`config.mk`:
```
export PLATFORM = sky130hd
export DESIGN_NAME = sgn_sub_pipe
export DESIGN_NICKNAME = d
export VERILOG_FILES = /design/src/rtl/sgn_sub_pipe.sv
export SDC_FILE = /design/constraint.sdc
export NUM_CORES = 1
export LEC_CHECK = 0
export BUFFER_PORTS_ARGS = -buffer_cell sky130_fd_sc_hd__buf_2
export CAP_MARGIN = 20
export CORE_MARGIN = 8
export CORE_UTILIZATION = 35
export CTS_BUF_LIST = sky130_fd_sc_hd__clkbuf_16
export CTS_CLUSTER_SIZE = 25
export DETAILED_ROUTE_END_ITERATION = 8
export SKIP_LAST_GASP = 1
export SLEW_MARGIN = 40
export SYNTH_ARGS = -nofsm -noshare
export SYNTH_HDL_FRONTEND = slang
export SYNTH_SLANG_ARGS = --single-unit
export TNS_END_PERCENT = 20
```
`constraint.sdc`:
```
create_clock -name clk -period 4.8 [get_ports clk]
set_input_delay 0.24 -clock clk [delete_from_list [all_inputs] [get_ports clk]]
set_output_delay 0.24 -clock clk [all_outputs]
set_load 0.01 [all_outputs]
```
`src/rtl/sgn_sub_pipe.sv`:
```
// Two-stage pipelined signed subtractor with reg/imm operand selection,
// full-width and saturated differences, overflow and illegal-op flags.
module sgn_sub_pipe #(
   parameter int DATA_W = 16,
   parameter int IMM_W  = 6,
   parameter bit SAT_EN = 1'b1
) (
   input  logic              clk,
   input  logic              rst,
   input  logic              in_valid,
   output logic              in_ready,
   input  logic [1:0]        ctrl,
   input  logic [DATA_W-1:0] in_d1,
   input  logic [DATA_W-1:0] in_d2,
   input  logic [IMM_W-1:0]  in_imm,
   output logic              out_valid,
   input  logic              out_ready,
   output logic [DATA_W:0]   out_d,
   output logic [DATA_W-1:0] out_sat,
   output logic              out_ovf,
   output logic              out_err
);

   localparam int FW = DATA_W + 1;
   localparam logic [DATA_W-1:0] SAT_MAX = {1'b0, {(DATA_W-1){1'b1}}};
   localparam logic [DATA_W-1:0] SAT_MIN = {1'b1, {(DATA_W-1){1'b0}}};

   typedef enum logic [1:0] {
      OP_RR = 2'b00,
      OP_RI = 2'b01,
      OP_IR = 2'b10,
      OP_BAD = 2'b11
   } opSel_t;

   logic [FW-1:0]     w_d1Ext;
   logic [FW-1:0]     w_d2Ext;
   logic [FW-1:0]     w_immExt;
   logic [FW-1:0]     w_opA;
   logic [FW-1:0]     w_opB;
   logic              w_err;
   logic              w_s1Adv;
   logic              w_s2Adv;
   logic [FW-1:0]     w_diff;
   logic              w_ovf;
   logic [DATA_W-1:0] w_sat;

   logic              r_s1Valid;
   logic [FW-1:0]     r_s1A;
   logic [FW-1:0]     r_s1B;
   logic              r_s1Err;

   logic              r_s2Valid;
   logic [FW-1:0]     r_s2D;
   logic [DATA_W-1:0] r_s2Sat;
   logic              r_s2Ovf;
   logic              r_s2Err;

   assign w_d1Ext  = {in_d1[DATA_W-1], in_d1};
   assign w_d2Ext  = {in_d2[DATA_W-1], in_d2};
   assign w_immExt = {{(FW-IMM_W){in_imm[IMM_W-1]}}, in_imm};

   // Illegal selects force both operands to zero so the result fields come out clean.
   always_comb begin
      w_opA = '0;
      w_opB = '0;
      w_err = 1'b0;
      case (opSel_t'(ctrl))
         OP_RR: begin
            w_opA = w_d1Ext;
            w_opB = w_d2Ext;
         end
         OP_RI: begin
            w_opA = w_d1Ext;
            w_opB = w_immExt;
         end
         OP_IR: begin
            w_opA = w_immExt;
            w_opB = w_d2Ext;
         end
         default: w_err = 1'b1;
      endcase
   end

   assign w_s2Adv  = !r_s2Valid || out_ready;
   assign w_s1Adv  = !r_s1Valid || w_s2Adv;
   assign in_ready = w_s1Adv;

   always_ff @(posedge clk or posedge rst) begin
      if (rst) begin
         r_s1Valid <= 1'b0;
         r_s1A     <= '0;
         r_s1B     <= '0;
         r_s1Err   <= 1'b0;
      end else if (w_s1Adv) begin
         r_s1Valid <= in_valid;
         if (in_valid) begin
            r_s1A   <= w_opA;
            r_s1B   <= w_opB;
            r_s1Err <= w_err;
         end
      end
   end

   assign w_diff = r_s1A - r_s1B;
   assign w_ovf  = w_diff[DATA_W] != w_diff[DATA_W-1];

   // Clamp toward the sign of the true (full-width) result when it no longer fits.
   always_comb begin
      w_sat = w_diff[DATA_W-1:0];
      if (SAT_EN && w_ovf) begin
         w_sat = w_diff[DATA_W] ? SAT_MIN : SAT_MAX;
      end
   end

   always_ff @(posedge clk or posedge rst) begin
      if (rst) begin
         r_s2Valid <= 1'b0;
         r_s2D     <= '0;
         r_s2Sat   <= '0;
         r_s2Ovf   <= 1'b0;
         r_s2Err   <= 1'b0;
      end else if (w_s2Adv) begin
         r_s2Valid <= r_s1Valid;
         if (r_s1Valid) begin
            r_s2D   <= w_diff;
            r_s2Sat <= w_sat;
            r_s2Ovf <= w_ovf;
            r_s2Err <= r_s1Err;
         end
      end
   end

   assign out_valid = r_s2Valid;
   assign out_d     = r_s2D;
   assign out_sat   = r_s2Sat;
   assign out_ovf   = r_s2Ovf;
   assign out_err   = r_s2Err;

endmodule

```
# Word-level counts from Yosys, hierarchy flattened
# Cells that the tools add are included.
word_totals:
  mem_count: 0
  mem_bits_rw: 0
  reg_bits: 72
  wordCells: 28
  latchBits: 0
  out_inout_bits: 37
  rom_bits: 0
  input_bits: 44
op_classes:
  reduce_logical: 10
  n_lt_le_gt_ge: 0
  n_div: 0
  n_bitwise: 0
  n_mux: 5
  eq_ne: 3
  n_shift: 0
  n_mul: 0
  n_addsub: 1
op_table:
  columns: ["operator", "n"]
  rows:
  - ["case mux 17 bit (2 select lines)", 2]
  - ["two-way mux 16 bit", 2]
  - ["subtractor 17 bit", 1]
  - ["AND reduction 2 bit", 2]
  - ["OR reduction 2 bit", 2]
  - ["OR reduction 3 bit", 1]
  - ["== test 2 x 1 -> 1 bit (second input constant)", 1]
  - ["== test 2 bit (second input constant)", 1]
  - ["logical NOT 1 bit", 2]
  - ["logical NOT 2 bit", 1]
  - ["logical OR 1 bit", 2]
  - ["two-way mux 1 bit", 1]
  - ["!= test 1 bit", 1]

# Depth between registers and ports, before layout
depth:
  depth_word: 4
  mapped_depth: 12
  mapped_depth_nobuf: 10

# Least setup slack after synthesis
# No wires, ideal clock.
synth_path:
  path_type: "register -> register"
  startpoint: "register r_s1A[12]"
  endpoint: "register r_s2Sat[2], in the netlist out_sat[2]"
  t_required_ps: 4664
  stages_incl_launch_ff: 12
  setup_slack_ps: 2491
  synth_period_minus_slack_ps: 2309
  arrival_time_ps: 2173
  cell_sequence: "dfrtp_1 > ha_1 > buf_6 > a21oi_4 > o21ai_2 > or4_4 > o211ai_2 > nor2_2 > buf_6 > buf_12 > nor2_2 > o31ai_2"
synth_via:
  elab_chain_cells: 3
  word_cells_on_any_way: 4
  classes_between: "add/sub: 1; eq/ne: 1; mux: 2"
synth_lines:
  columns: ["item", "line", "rtl"]
  rows:
  - ["start: declaration", "48", "logic [FW-1:0] r_s1A;"]
  - ["start signal: assignment", "97", "r_s1A <= w_opA;"]
  - ["subtractor 17 bit (*)", "104", "assign w_diff = r_s1A - r_s1B;"]
  - ["two-way mux 16 bit / != test 1 bit (equally long branches)", "111, 105", null]
  - ["two-way mux 16 bit (*)", "110", "if (SAT_EN && w_ovf) begin"]
  - ["end signal: assignment", "126", "r_s2Sat <= w_sat;"]
  - ["end: declaration", "54", "logic [DATA_W-1:0] r_s2Sat;"]
# Mark *: on every way between the ends. The rest lies on a longest branch, timed or not.
# A chain may end at the register's enable or synchronous reset.

# Worst setup path in the final report
layout_path:
  startpoint: "register r_s1A[7]"
  endpoint: "register r_s2Sat[14], in the netlist out_sat[14]"
# Same word-level chain as after synthesis.

==> results.txt <==
I/O pin count -> 81
Root buffer selected by CTS -> clkbuf_16
Placement Rows -> 38
Largest buffer count on any clock path -> 2
Synth Area in XOR/XNOR -> 3.22%
Number of nets in the layout -> 534
Post-detailed-route count of antenna-violating nets -> 0
Switching power share of the total -> 38.3%
Unique masters post-synth -> 53
Max-cap violation count -> 0
Share of the synthesized area in the top cell type -> 45.9%
Final Core Density -> 42.4%
Die area -> 14500 um2
Internal power consumption -> 1.54 mW
Setup repair after global routing missed its margin -> no
Clock Sink Count -> 70
Overall die height -> 120 um
Power share of the combinational group -> 41.6%
Vias post-DR -> 3080
Wire length of the first global-routing pass -> 16.0 mm
Commonest non-fill, non-tap cell in the layout -> buf_2
Number of pins exceeding their max-slew limit in the final report -> 0
Final number of hold-violating endpoints -> 0
Most used cells in the layout excluding fill and tap cells -> buf_2 (80), dfrtp_1 (70), nand2_1 (61)
Congestion Overflow GR -> 0
Average wire per standard cell -> 15.3 um
Die width -> 120 um
Overall track demand over capacity in global routing -> 13.5%
CTS clock-pin slew for the worst setup and hold paths -> 60 ps
Mux share of post-synthesis cell area -> 3.54%
Share of synthesized area occupied by flip-flops and latches -> 45.9%
Mapped Area -> 3810 um2
Synthesized instance count -> 403
I/O Buffers -> 80
Effective utilization at floorplan -> 35.5%
Leading area contributor after synthesis -> dfrtp_1
Number of design-rule violations left by the first detailed-router iteration -> 195
Total leakage power -> 2.13 nW
Least-Margin Pin Slew -> 642 ps
Complex-gate fraction of the synthesized area -> 24.1%
Maximum number of pins on one net before global-route repair -> 71
Hold-fix buffers at CTS -> 0
Number of setup violations in the final report -> 0
Type of the setup path with the least slack -> reg -> reg
Simple-gate share of the synthesized area -> 11.3%
Worst clock skew on the final layout -> 4.67 ps
Fraction of the mapped netlist area in adder cells -> 5.78%
Type of the worst min-delay path -> in -> async
Final-layout fill cell count -> 1106
Weighted congestion at the end of routability-driven global placement -> 0.876
Sw power -> 0.954 mW
Hpwl dp -> 7.23 mm
Clk_lat worst skew -> 320 ps
Power density cells -> 547 nW/um2
Total DRC errors in the routed layout -> 0
Headroom to the max-slew limit -> 57.2%
Antenna violations before repair -> 0
Clock tree from TritonCTS -> done
Synth top area cells -> dfrtp_1 (46%), nand2_1 (6.0%), a21oi_1 (5.6%)
Share of the clock period used by the worst path -> 58.2%
Detailed Routing Iterations Pass 1 -> 4
Setup Total Neg Slack -> 0 ps
Mean instance size in the synthesized netlist -> 9.46 um2
Worst setup SP type -> flip-flop
Count of warnings emitted by yosys -> 0
Final Hold Slack -> 69.6 ps
Number of cells upsized or downsized after cts -> 0
Sequential fraction of design power -> 34.8%
Cts bufs inserted -> 9
Avg Vias per Cell -> 4.98
Total detailed-routing wirelength -> 9.47 mm
Portion of total power attributed to the clock network -> 23.6%
Number of nets in the synthesized netlist -> 464
Max Freq -> 358 MHz
Data arrival time of the worst path -> 2980 ps
Antenna Cells -> 0
Layout Area Growth over Synthesis -> 19.4%
CP endpoint kind -> flip-flop
CP Max Fanout -> 19
Number of synthesized register bits -> 70
Layout cell share with drive strength beyond 1 -> 27.8%
Main combinational cell family by area after synthesis -> compound AO/OA/AOI/OAI gates
Setup Fix Bufs, Post-CTS -> 0
Status -> finished clean
VDD IR-drop max -> 233 uV
Min cycle time layout -> 2790 ps
H-tree levels -> 3
Core area -> 10700 um2
Number of global-route vias before repair -> 3213
Overall power after layout -> 2.49 mW
Required time at the worst-slack endpoint -> 4990 ps
[state kept, by name, summed over array words and instances (netlist names)]
name       flops
out_sat       16
r_s1B         16
out_err        1
out_d         17
out_valid      1
r_s1Err        1
r_s1A         16
r_s1Valid      1
out_ovf        1
[cells in the mapped netlist (all sizes together)]
cell / count
nand4: 1
ha: 16
a22oi: 4
and2: 5
a41oi: 1
o21ai: 56
a221o: 3
nand3: 2
clkbuf: 16
o31ai: 3
a221oi: 6
or4: 1
buf: 8
o21bai: 4
nor2b: 1
xnor2: 9
a31oi: 2
nor2: 8
a21boi: 3
o311a: 1
nand2b: 5
o22ai: 1
xor2: 5
a311o: 1
nand3b: 1
a21oi: 52
a211oi: 1
a311oi: 1
nor3: 2
a21o: 3
inv: 24
and3: 6
dfrtp: 70
clkinv: 2
a211o: 1
mux2: 12
fa: 1
nand2: 61
or3: 1
o211ai: 3
[routing by layer]
layer / vias to the layer above / share of wire, % / global-route usage (%)
met4: 0 / 1.0 / 4.29
li1: 1548 / - / -
met2: 86 / 43 / 20.2
met1: 1440 / 49 / 18.5
met5: - / 0 / 0
met3: 6 / 6.1 / 3.45
[per-stage QoR]
| step | area (um2) | std cells | worst slack [ps] |
|---|---|---|---|
| 3_5_place_dp | 4280 | 602 | 1830 |
| 3_3_place_gp | 4270 | 602 | 1940 |
| 2_1_floorplan | 3810 | 403 | 2490 |
| 5_1_grt | 4550 | 618 | 1790 |
| 6_report | 4550 | 618 | 2010 |
| 4_1_cts | 4550 | 618 | 1820 |
[cell families (layout without fill, tap and decap cells)]
group / after synthesis / after routing
compound gates: 146 / 146
xor+xnor: 14 / 14
fa+ha+maj: 17 / 17
buf+inv: 50 / 125
flops: 70 / 70
mux: 12 / 12
simple gates: 94 / 94
[cell type report]
cell class                 instances  area (um2)  area share [%]
multi-input combinational        283        1840            40.3
sequential                        70        1750            38.5
timing repair buffer              83         427            9.37
clock buffer                       9         225            4.95
tap                              140         175            3.85
inverter                          26        97.6            2.14
clock inverter                     7        41.3           0.907
[final timing paths]
kind	startpoint	endpoint	slack, ps	depth (start not counted)
worst max register to register	r_s1A[7]$_DFFE_PP0P_	out_sat[14]$_DFFE_PP0P_	2010	8
worst min register to register	out_d[1]$_DFFE_PP0P_	out_d[1]$_DFFE_PP0P_	480	2
worst min-delay path	rst	out_sat[9]$_DFFE_PP0P_	70	3
min in group clk	in_valid	r_s1Valid$_DFFE_PP0N_	130	2
max in group asynchronous	rst	r_s1A[4]$_DFFE_PP0P_	4280	3
worst max-delay path	r_s1A[7]$_DFFE_PP0P_	out_sat[14]$_DFFE_PP0P_	2010	8
[power by group through the flow]
stage                     combinational, mW  clock [mW]  sequential [mW]
after floorplan                       0.679           0            0.933
after global placement                 1.02           0            0.868
after detailed placement               1.04           0            0.880
after CTS                              1.05       0.601            0.869
after global routing                   1.16       0.623            0.890
final                                  1.04       0.588            0.865
[worst max-delay path, stage by stage, from the launching register on]
cell and delay, ps:
dfrtp_1 380, ha_1 360, a21oi_1 240, o21ai_0 180, a221o_1 390, a311oi_2 330, nor2_4 180, o21bai_2 440
o21ai_0 150
No activity file was read; power rests on OpenSTA's default activity.
